`src/rtl/divider_16b_seq_if.sv`:
```
// Handshake and operand/result bundle for the sequential 16/9 signed divider.
// The master issues start with operands; the slave answers with busy/done and results.
interface divider_16b_seq_if;
  logic                start;
  logic signed [15:0]  dividend;
  logic signed [8:0]   divisor;
  logic                busy;
  logic                done;
  logic signed [6:0]   quotient;
  logic signed [8:0]   remainder;
  logic                overflow;
  logic                div_zero;

  modport master (
    output start, dividend, divisor,
    input  busy, done, quotient, remainder, overflow, div_zero
  );

  modport slave (
    input  start, dividend, divisor,
    output busy, done, quotient, remainder, overflow, div_zero
  );
endinterface

```
`src/rtl/divider_16b_seq.sv`:
```
// Radix-2 restoring signed divider: 16-bit dividend / 9-bit divisor -> 7-bit
// saturated quotient and 9-bit remainder, one quotient bit per clock on magnitudes.
module divider_16b_seq (
  input  logic             clk,
  input  logic             reset_n,
  divider_16b_seq_if.slave bus
);
  localparam int DATA_W = 16;
  localparam int COEF_W = 9;
  localparam int QUO_W  = 7;

  localparam logic signed [DATA_W:0] QUO_MAX = 17'sd63;
  localparam logic signed [DATA_W:0] QUO_MIN = -17'sd64;

  typedef enum logic [1:0] {
    IDLE,
    CALC,
    FIX
  } state_t;

  state_t state, state_nxt;

  logic              accept;
  logic              step;
  logic              load;
  logic [3:0]        iter;

  logic              sd;
  logic              sv;
  logic              zero_div;
  logic [DATA_W-1:0] dmag;
  logic [COEF_W-1:0] vmag;
  logic [COEF_W-1:0] prem;
  logic [DATA_W-1:0] qmag;

  logic [COEF_W:0]   pr_shift;
  logic              q_bit;

  logic signed [DATA_W:0]   q_signed;
  logic [QUO_W:0]           q_sat;
  logic signed [COEF_W-1:0] rem_fix;

  logic                     res_done;
  logic signed [QUO_W-1:0]  res_quo;
  logic signed [COEF_W-1:0] res_rem;
  logic                     res_ovf;
  logic                     res_dz;

  function automatic logic [DATA_W-1:0] mag_dividend(input logic signed [DATA_W-1:0] x);
    return x[DATA_W-1] ? $unsigned(-x) : $unsigned(x);
  endfunction

  function automatic logic [COEF_W-1:0] mag_divisor(input logic signed [COEF_W-1:0] x);
    return x[COEF_W-1] ? $unsigned(-x) : $unsigned(x);
  endfunction

  // Returns {overflow, quotient}; out-of-range values clamp to the nearest limit.
  function automatic logic [QUO_W:0] sat_quo(input logic signed [DATA_W:0] q);
    if (q > QUO_MAX)
      return {1'b1, 7'h3f};
    else if (q < QUO_MIN)
      return {1'b1, 7'h40};
    else
      return {1'b0, QUO_W'(q)};
  endfunction

  always_ff @(posedge clk or negedge reset_n) begin
    if (!reset_n)
      state <= IDLE;
    else
      state <= state_nxt;
  end

  always_comb begin
    state_nxt = state;
    accept    = 1'b0;
    step      = 1'b0;
    load      = 1'b0;
    case (state)
      IDLE: begin
        if (bus.start) begin
          accept    = 1'b1;
          state_nxt = (bus.divisor == '0) ? FIX : CALC;
        end
      end
      CALC: begin
        step = 1'b1;
        if (iter == 4'd15)
          state_nxt = FIX;
      end
      FIX: begin
        load      = 1'b1;
        state_nxt = IDLE;
      end
      default: state_nxt = IDLE;
    endcase
  end

  // Iteration stage: shift in the next dividend bit and try a subtraction.
  assign pr_shift = {prem, dmag[DATA_W-1]};
  assign q_bit    = (pr_shift >= {1'b0, vmag});

  always_ff @(posedge clk) begin
    if (accept) begin
      sd       <= bus.dividend[DATA_W-1];
      sv       <= bus.divisor[COEF_W-1];
      zero_div <= (bus.divisor == '0);
      dmag     <= mag_dividend(bus.dividend);
      vmag     <= mag_divisor(bus.divisor);
      prem     <= '0;
      qmag     <= '0;
    end else if (step) begin
      dmag <= {dmag[DATA_W-2:0], 1'b0};
      prem <= q_bit ? COEF_W'(pr_shift - {1'b0, vmag}) : COEF_W'(pr_shift);
      qmag <= {qmag[DATA_W-2:0], q_bit};
    end
  end

  // Fix stage: restore signs, saturate the quotient into its 7-bit range.
  assign q_signed = (sd ^ sv) ? -$signed({1'b0, qmag}) : $signed({1'b0, qmag});
  assign q_sat    = sat_quo(q_signed);
  assign rem_fix  = sd ? -$signed(prem) : $signed(prem);

  always_ff @(posedge clk or negedge reset_n) begin
    if (!reset_n) begin
      iter     <= '0;
      res_done <= 1'b0;
      res_quo  <= '0;
      res_rem  <= '0;
      res_ovf  <= 1'b0;
      res_dz   <= 1'b0;
    end else begin
      res_done <= load;
      if (accept)
        iter <= '0;
      else if (step)
        iter <= iter + 4'd1;
      if (load) begin
        if (zero_div) begin
          res_quo <= sd ? 7'sh40 : 7'sh3f;
          res_rem <= '0;
          res_ovf <= 1'b1;
          res_dz  <= 1'b1;
        end else begin
          {res_ovf, res_quo} <= q_sat;
          res_rem <= rem_fix;
          res_dz  <= 1'b0;
        end
      end
    end
  end

  assign bus.busy      = (state != IDLE);
  assign bus.done      = res_done;
  assign bus.quotient  = res_quo;
  assign bus.remainder = res_rem;
  assign bus.overflow  = res_ovf;
  assign bus.div_zero  = res_dz;

endmodule

```
`src/flat_wrapper.sv`:
```
// flat-port wrapper written by rule: the top's interface ports become plain ports
module divider_16b_seq_flat 
  (clk, reset_n, bus_start, bus_dividend, bus_divisor, bus_busy, bus_done, bus_quotient, bus_remainder, bus_overflow, bus_div_zero);
  divider_16b_seq_if bus_i ();
  input  logic clk;
  input  logic reset_n;
  input wire logic [$bits(bus_i.start)-1:0] bus_start;
  input wire logic [$bits(bus_i.dividend)-1:0] bus_dividend;
  input wire logic [$bits(bus_i.divisor)-1:0] bus_divisor;
  output wire logic [$bits(bus_i.busy)-1:0] bus_busy;
  output wire logic [$bits(bus_i.done)-1:0] bus_done;
  output wire logic [$bits(bus_i.quotient)-1:0] bus_quotient;
  output wire logic [$bits(bus_i.remainder)-1:0] bus_remainder;
  output wire logic [$bits(bus_i.overflow)-1:0] bus_overflow;
  output wire logic [$bits(bus_i.div_zero)-1:0] bus_div_zero;
  assign bus_i.start = bus_start;
  assign bus_i.dividend = bus_dividend;
  assign bus_i.divisor = bus_divisor;
  assign bus_busy = bus_i.busy;
  assign bus_done = bus_i.done;
  assign bus_quotient = bus_i.quotient;
  assign bus_remainder = bus_i.remainder;
  assign bus_overflow = bus_i.overflow;
  assign bus_div_zero = bus_i.div_zero;
  divider_16b_seq u_core (.clk(clk), .reset_n(reset_n), .bus(bus_i));
endmodule
```
`config.mk`:
```
export PLATFORM = sky130hd
export DESIGN_NAME = divider_16b_seq_flat
export DESIGN_NICKNAME = d
export VERILOG_FILES = /design/src/rtl/divider_16b_seq_if.sv /design/src/rtl/divider_16b_seq.sv /design/src/flat_wrapper.sv
export SDC_FILE = /design/constraint.sdc
export NUM_CORES = 1
export LEC_CHECK = 0
export BUFFER_PORTS_ARGS = -buffer_cell sky130_fd_sc_hd__buf_2
export CORE_UTILIZATION = 40
export DETAILED_ROUTE_END_ITERATION = 7
export HOLD_SLACK_MARGIN = 0.08
export SYNTH_ARGS = -nofsm -noshare
export SYNTH_HDL_FRONTEND = slang
export SYNTH_SLANG_ARGS = --single-unit
```
`constraint.sdc`:
```
create_clock -name clk -period 7 [get_ports clk]
set_clock_uncertainty 0.05 [all_clocks]
set_input_delay 0.35 -clock clk [delete_from_list [all_inputs] [get_ports clk]]
set_output_delay 0.35 -clock clk [all_outputs]
set_load 0.05 [all_outputs]
```
== Yosys cells after proc, flatten, opt, wreduce, memory -nomap -nowiden ==
Cells that the tools add are included.

* Register bits: 78
* Output and inout port bits: 20
* Logic and storage cells: 59

* Add/sub/neg operators: 6
* Order comparisons: 3
* Equal/unequal tests: 5
* Mux-type cells: 24
* Bitwise logic cells: 1
* Reductions and logical operators: 5

{| class="wikitable"
|+ Operators by type and width
! kind !! count
|-
| 2-to-1 mux 16 bit || 3
|-
| 2-to-1 mux 9 bit || 3
|-
| 2-to-1 mux 8 bit || 3
|-
| negator 9 bit || 2
|-
| > comparator 17 x 7 -> 1 bit, second input constant || 1
|-
| < comparator 17 x 7 -> 1 bit, second input constant || 1
|-
| 2-to-1 mux 17 bit || 1
|-
| negator 16 -> 17 bit || 1
|-
| negator 16 bit || 1
|-
| 2-to-1 mux 7 bit || 2
|-
| >= comparator 10 x 9 -> 1 bit || 1
|-
| zero test 9 bit || 1
|-
| subtractor 9 bit || 1
|-
| 2-to-1 mux 4 bit || 2
|-
| 2-to-1 mux 1 bit || 6
|-
| 2-to-1 mux 2 bit || 3
|-
| adder 4 x 1 -> 4 bit, second input constant || 1
|-
| equality test 4 bit, second input constant || 1
|-
| case mux 2 bit (2 select lines) || 1
|-
| nonzero test 2 bit || 2
|-
| equality test 2 x 1 -> 1 bit, second input constant || 1
|-
| equality test 2 bit, second input constant || 1
|-
| zero test 2 bit || 1
|-
| != test 2 x 1 -> 1 bit, second input constant || 1
|-
| 3 further kinds || 3
|}

== Longest topological paths before layout ==
* Word-level depth: 6
* Mapped depth: 10
* Gate-level depth less buffers: 10

== Worst setup path before layout ==
No wires, ideal clock.

* Kind: reg-to-reg
* From: register u_core.dmag[15]
* To: register u_core.prem[4]
* Library setup time: 0.133 ns
* Arrival: 2.087 ns
* Path slack: 4.730 ns
* Stages on the path, launching flop included: 11
* Buffers on the path: 0
* Cells stage by stage: edfxtp_1 -> inv_1 -> ha_1 -> fa_1 -> nor2b_1 -> o21ai_1 -> a21oi_1 -> o31ai_1 -> nand2_1 -> mux2i_1 -> a21oi_1

* Cells in the longest elaborated chain, start to end: 2

{| class="wikitable"
|+ RTL lines
! item !! RTL line !! text
|-
| from (decl) || divider_16b_seq.sv:31 || <nowiki>logic [DATA_W-1:0] dmag;</nowiki>
|-
| from (signal assigned) || divider_16b_seq.sv:108 || <nowiki>dmag <= mag_dividend(bus.dividend);</nowiki>
|-
| from (signal assigned) || divider_16b_seq.sv:113 || <nowiki>dmag <= {dmag[DATA_W-2:0], 1'b0};</nowiki>
|-
| subtractor 9 bit or >= comparator 10 x 9 -> 1 bit (tied branches) || divider_16b_seq.sv:114, divider_16b_seq.sv:101 ||
|-
| 2-to-1 mux 9 bit (*) || divider_16b_seq.sv:114 || <nowiki>prem <= q_bit ? COEF_W'(pr_shift - {1'b0, vmag}) : COEF_W'(pr_shift);</nowiki>
|-
| to (signal assigned) || divider_16b_seq.sv:114 ||
|-
| to (decl) || divider_16b_seq.sv:33 || <nowiki>logic [COEF_W-1:0] prem;</nowiki>
|}

Mark *: on every way between the ends. The rest lies on a longest branch, timed or not.
A chain may end at the register's enable or synchronous reset.

== Final worst setup path ==
* From: register u_core.sd
* To: register u_core.res_quo[3] (netlist: u_core.bus.quotient[3])

* Cells in the longest elaborated chain, start to end: 6

{| class="wikitable"
|+ RTL lines
! item !! RTL line !! text
|-
| from (decl) || divider_16b_seq.sv:28 || <nowiki>logic sd;</nowiki>
|-
| from (signal assigned) || divider_16b_seq.sv:105 || <nowiki>sd <= bus.dividend[DATA_W-1];</nowiki>
|-
| bitwise XOR 1 bit || divider_16b_seq.sv:120 || <nowiki>assign q_signed = (sd ^ sv) ? -$signed({1'b0, qmag}) : $signed({1'b0, qmag});</nowiki>
|-
| 2-to-1 mux 17 bit || divider_16b_seq.sv:120 ||
|-
| < comparator 17 x 7 -> 1 bit || divider_16b_seq.sv:61 || <nowiki>else if (q < QUO_MIN)</nowiki>
|-
| 2-to-1 mux 8 bit || divider_16b_seq.sv:61 ||
|-
| 2-to-1 mux 8 bit || divider_16b_seq.sv:59 || <nowiki>if (q > QUO_MAX)</nowiki>
|-
| 2-to-1 mux 7 bit (*) || divider_16b_seq.sv:139 || <nowiki>if (zero_div) begin</nowiki>
|-
| to (signal assigned) || divider_16b_seq.sv:140 || <nowiki>res_quo <= sd ? 7'sh40 : 7'sh3f;</nowiki>
|-
| to (signal assigned) || divider_16b_seq.sv:145 || <nowiki>{res_ovf, res_quo} <= q_sat;</nowiki>
|-
| to (decl) || divider_16b_seq.sv:44 || <nowiki>logic signed [QUO_W-1:0] res_quo;</nowiki>
|}

Marked as above.

==> summary.txt <==
Routing
  • Antenna Violating Nets Remaining: 0
  • TritonRoute pass-1 iters: 4
  • Wire per inst: 13.76 um
  • Initial DRC count: 257
  • Drt total wl: 9648 um
  • DR vias/cell: 5.351
  • Routed vias: 3751
  • DRC: 0

Worst hold path
  • Worst hold stages: 1
  • Hold Crit Start: bus_divisor[0]
  • Worst hold endpoint: u_core.vmag[0]
  • Hold WC Path Type: in2reg

Yosys
  • Syn avg cell area: 8.821 um2
  • Synth area leader: edfxtp_1
  • Post-synth EDFFs: 28
  • Synth top area share: 18.23%
  • Synth unique cells: 60
  • #FFs+latches synth: 78
  • Most used DFF post-synth: edfxtp_1
  • Ys async rst share: 32.05%
  • Synth Instances: 523
  • Synth warn: 0
  • Mapped Nets: 567
  • Ranking of synthesized cells by area: edfxtp_1, dfrtp_1, dfxtp_1
  • Seq/Total Area, Yosys: 42.64%
  • Mapped Area: 4613 um2

Final layout
  • Commonest non-fill, non-tap cell in the layout: nand2_1
  • Antenna diode count: 0
  • Synth-to-Final Area Change: 12.91%
  • Nets: 600
  • Post-layout util: 47.22%
  • Layout cells sized above 1: 13.01%
  • Most frequent cells in the layout: nand2_1, buf_2, o21ai_0, nor2_1, edfxtp_1
  • Design area: 5209 um2

Timing
  • Fmax: 347.8 MHz
  • Worst Max-Slew Pin Slew: 982.0 ps
  • Setup TNS: 0 ps
  • RSZ-0062 raised after global routing: no
  • Final Critical Period: 2875 ps
  • Final setup fails: 0
  • Final Max Tran Viols: 0
  • Final Cycle Share: 41.07%
  • Slew margin rel.: 34.31%
  • Final Hold Fails: 0

CTS
  • Clock Tree Buf Depth: 2
  • Clock Root Buffer: clkbuf_16
  • TritonCTS buffer count: 9
  • Htree depth: 3
  • PostCTS Resize Cnt: 0
  • Clock Latency Late Sink: 340 ps
  • CTS tree: done
  • Hold_buf cts: 1
  • Post-CTS setup buffer count: 0
  • Clock slew at reported path FFs: 60 ps
  • Clk sinks: 78

Critical path
  • Critical Path Start: u_core.sd
  • Reg2reg start: u_core.sd
  • FF-to-FF path depth: 7
  • R2R Path End: u_core.bus.quotient[3]
  • Crit path DAT: 3050 ps
  • CP max FO: 15
  • Startpoint types: flip-flop
  • Kind of critical path: reg2reg
  • CP endpoint kind: flip-flop
  • Worst reg-to-reg setup slack: 4120 ps
  • Required @ worst endpoint: 7180 ps

Global route
  • GRT overflow: 0
  • Initial antenna violation count: 0
  • Largest net degree at the start of global routing: 46
  • Tot GR Track Use: 17.94%
  • Vias in the first global route: 3455
  • First-pass GRT wire length: 16570 um

Floorplanning
  • Die ar.: 11970 um2
  • Starting Density: 41.82%
  • Core area: 11030 um2
  • I/O pins: 48
  • Die X: 109.4 um
  • Placement Rows: 38
  • Die Height: 109.4 um

Flow run
  • Maxcap violations: 0

Power
  • P_leak: 2.225 nW
  • VDD IR max: 0.1972 mV
  • P per Cell Area: 437.7 nW/um2

Status
  • Outcome: complete, no violations

Place
  • PortBufs: 47
  • Post-DP Area: 4922 um2
  • Post-DP HPWL: 7024 um
  • GP Congestion: 0.8372
[cell type report]
type                    instances  area (um2)
fillers                      1095        5822
multi-input cells             392        2432
flip-flops and latches         78        1967
repair buffers                 51       267.8
clock buffers                  11       242.7
well taps                     140       175.2
inverters                      24       90.09
clock inverters                 5       33.78
[cell usage after synthesis (4+ instances only)]
| cell type | n |
|---|---|
| or3_1 | 9 |
| mux2i_1 | 6 |
| xor2_1 | 22 |
| inv_1 | 22 |
| or4_1 | 4 |
| clkbuf_1 | 27 |
| o31ai_1 | 12 |
| a21oi_1 | 14 |
| nand3_1 | 20 |
| dfrtp_1 | 25 |
| a21o_1 | 5 |
| edfxtp_1 | 28 |
| nand4_1 | 6 |
| nor2_1 | 30 |
| nand2_1 | 88 |
| o41ai_1 | 4 |
| o311ai_1 | 4 |
| dfxtp_1 | 25 |
| ha_1 | 15 |
| nor2b_1 | 7 |
| nand4b_1 | 4 |
| nor3_1 | 13 |
| o21ai_0 | 43 |
| a31oi_1 | 5 |
| nand2b_1 | 4 |
| xnor2_1 | 15 |
| o21ai_1 | 21 |
[worst max-delay path: stages, from the launching register on]
cell      delay (ps)
edfxtp_1         580
xor2_1           860
nand4_1          200
o21ai_0          210
a32o_1           200
nand4b_4         130
a21o_1           230
o311ai_1         290
[worst max-delay path by stage]
stage	endpoint	slack, ps	cells past startpoint
2_1_floorplan	u_core.prem[4]	4730	10
3_3_place_gp	u_core.bus.quotient[4]	4290	7
3_5_place_dp	u_core.bus.quotient[3]	4180	7
4_1_cts	u_core.bus.quotient[3]	4150	7
5_1_grt	u_core.bus.quotient[3]	3960	7
6_report	u_core.bus.quotient[3]	4120	7
[routing by layer]
metal	GRT usage, %	wire [um]	up-vias
met4	6.667	149	0
met5	0	0	-
li1	-	-	1945
met1	24.88	4730	1690
met3	4.564	572	13
met2	26.86	4195	103
[logic make-up (layout without fill, tap and decap cells)]
kind of cell	after synthesis	in the layout	synth area share, %
buffers and inverters	53	91	4.638
XOR/XNOR	38	38	7.377
adder cells (fa/ha/maj)	16	16	4.502
flip-flops	78	78	42.64
AO/OA/AOI/OAI	129	129	17.33
AND/OR/NAND/NOR	202	202	21.97
multiplexers	7	7	1.546
[stage by stage]
| step | setup WS (ps) | cells | hold slack (ps) | power, mW |
|---|---|---|---|---|
| after detailed placement | 4175 | 684 | 330.8 | 1.856 |
| after global placement | 4291 | 684 | 315.8 | 1.828 |
| after CTS | 4151 | 701 | 170.8 | 2.300 |
| after global routing | 3956 | 701 | 181.2 | 2.478 |
| after floorplan | 4730 | 523 | 4.409 | 1.624 |
| final | 4125 | 701 | 182.5 | 2.280 |
[power breakdown]
group | switching [mW] | internal (mW)
sequential | 0.193 | 0.676
combinational | 0.595 | 0.377
clock | 0.188 | 0.251
[registers in the layout, summed over array words and instances, names as in the netlist]
name / count
u_core.bus.div_zero: 1
u_core.bus.done: 1
u_core.bus.overflow: 1
u_core.bus.quotient: 7
u_core.bus.remainder: 9
u_core.dmag: 16
u_core.iter: 4
u_core.prem: 9
u_core.qmag: 16
u_core.sd: 1
u_core.state: 2
u_core.sv: 1
u_core.vmag: 9
u_core.zero_div: 1
Note: power is estimated with default switching activity, not from simulation.
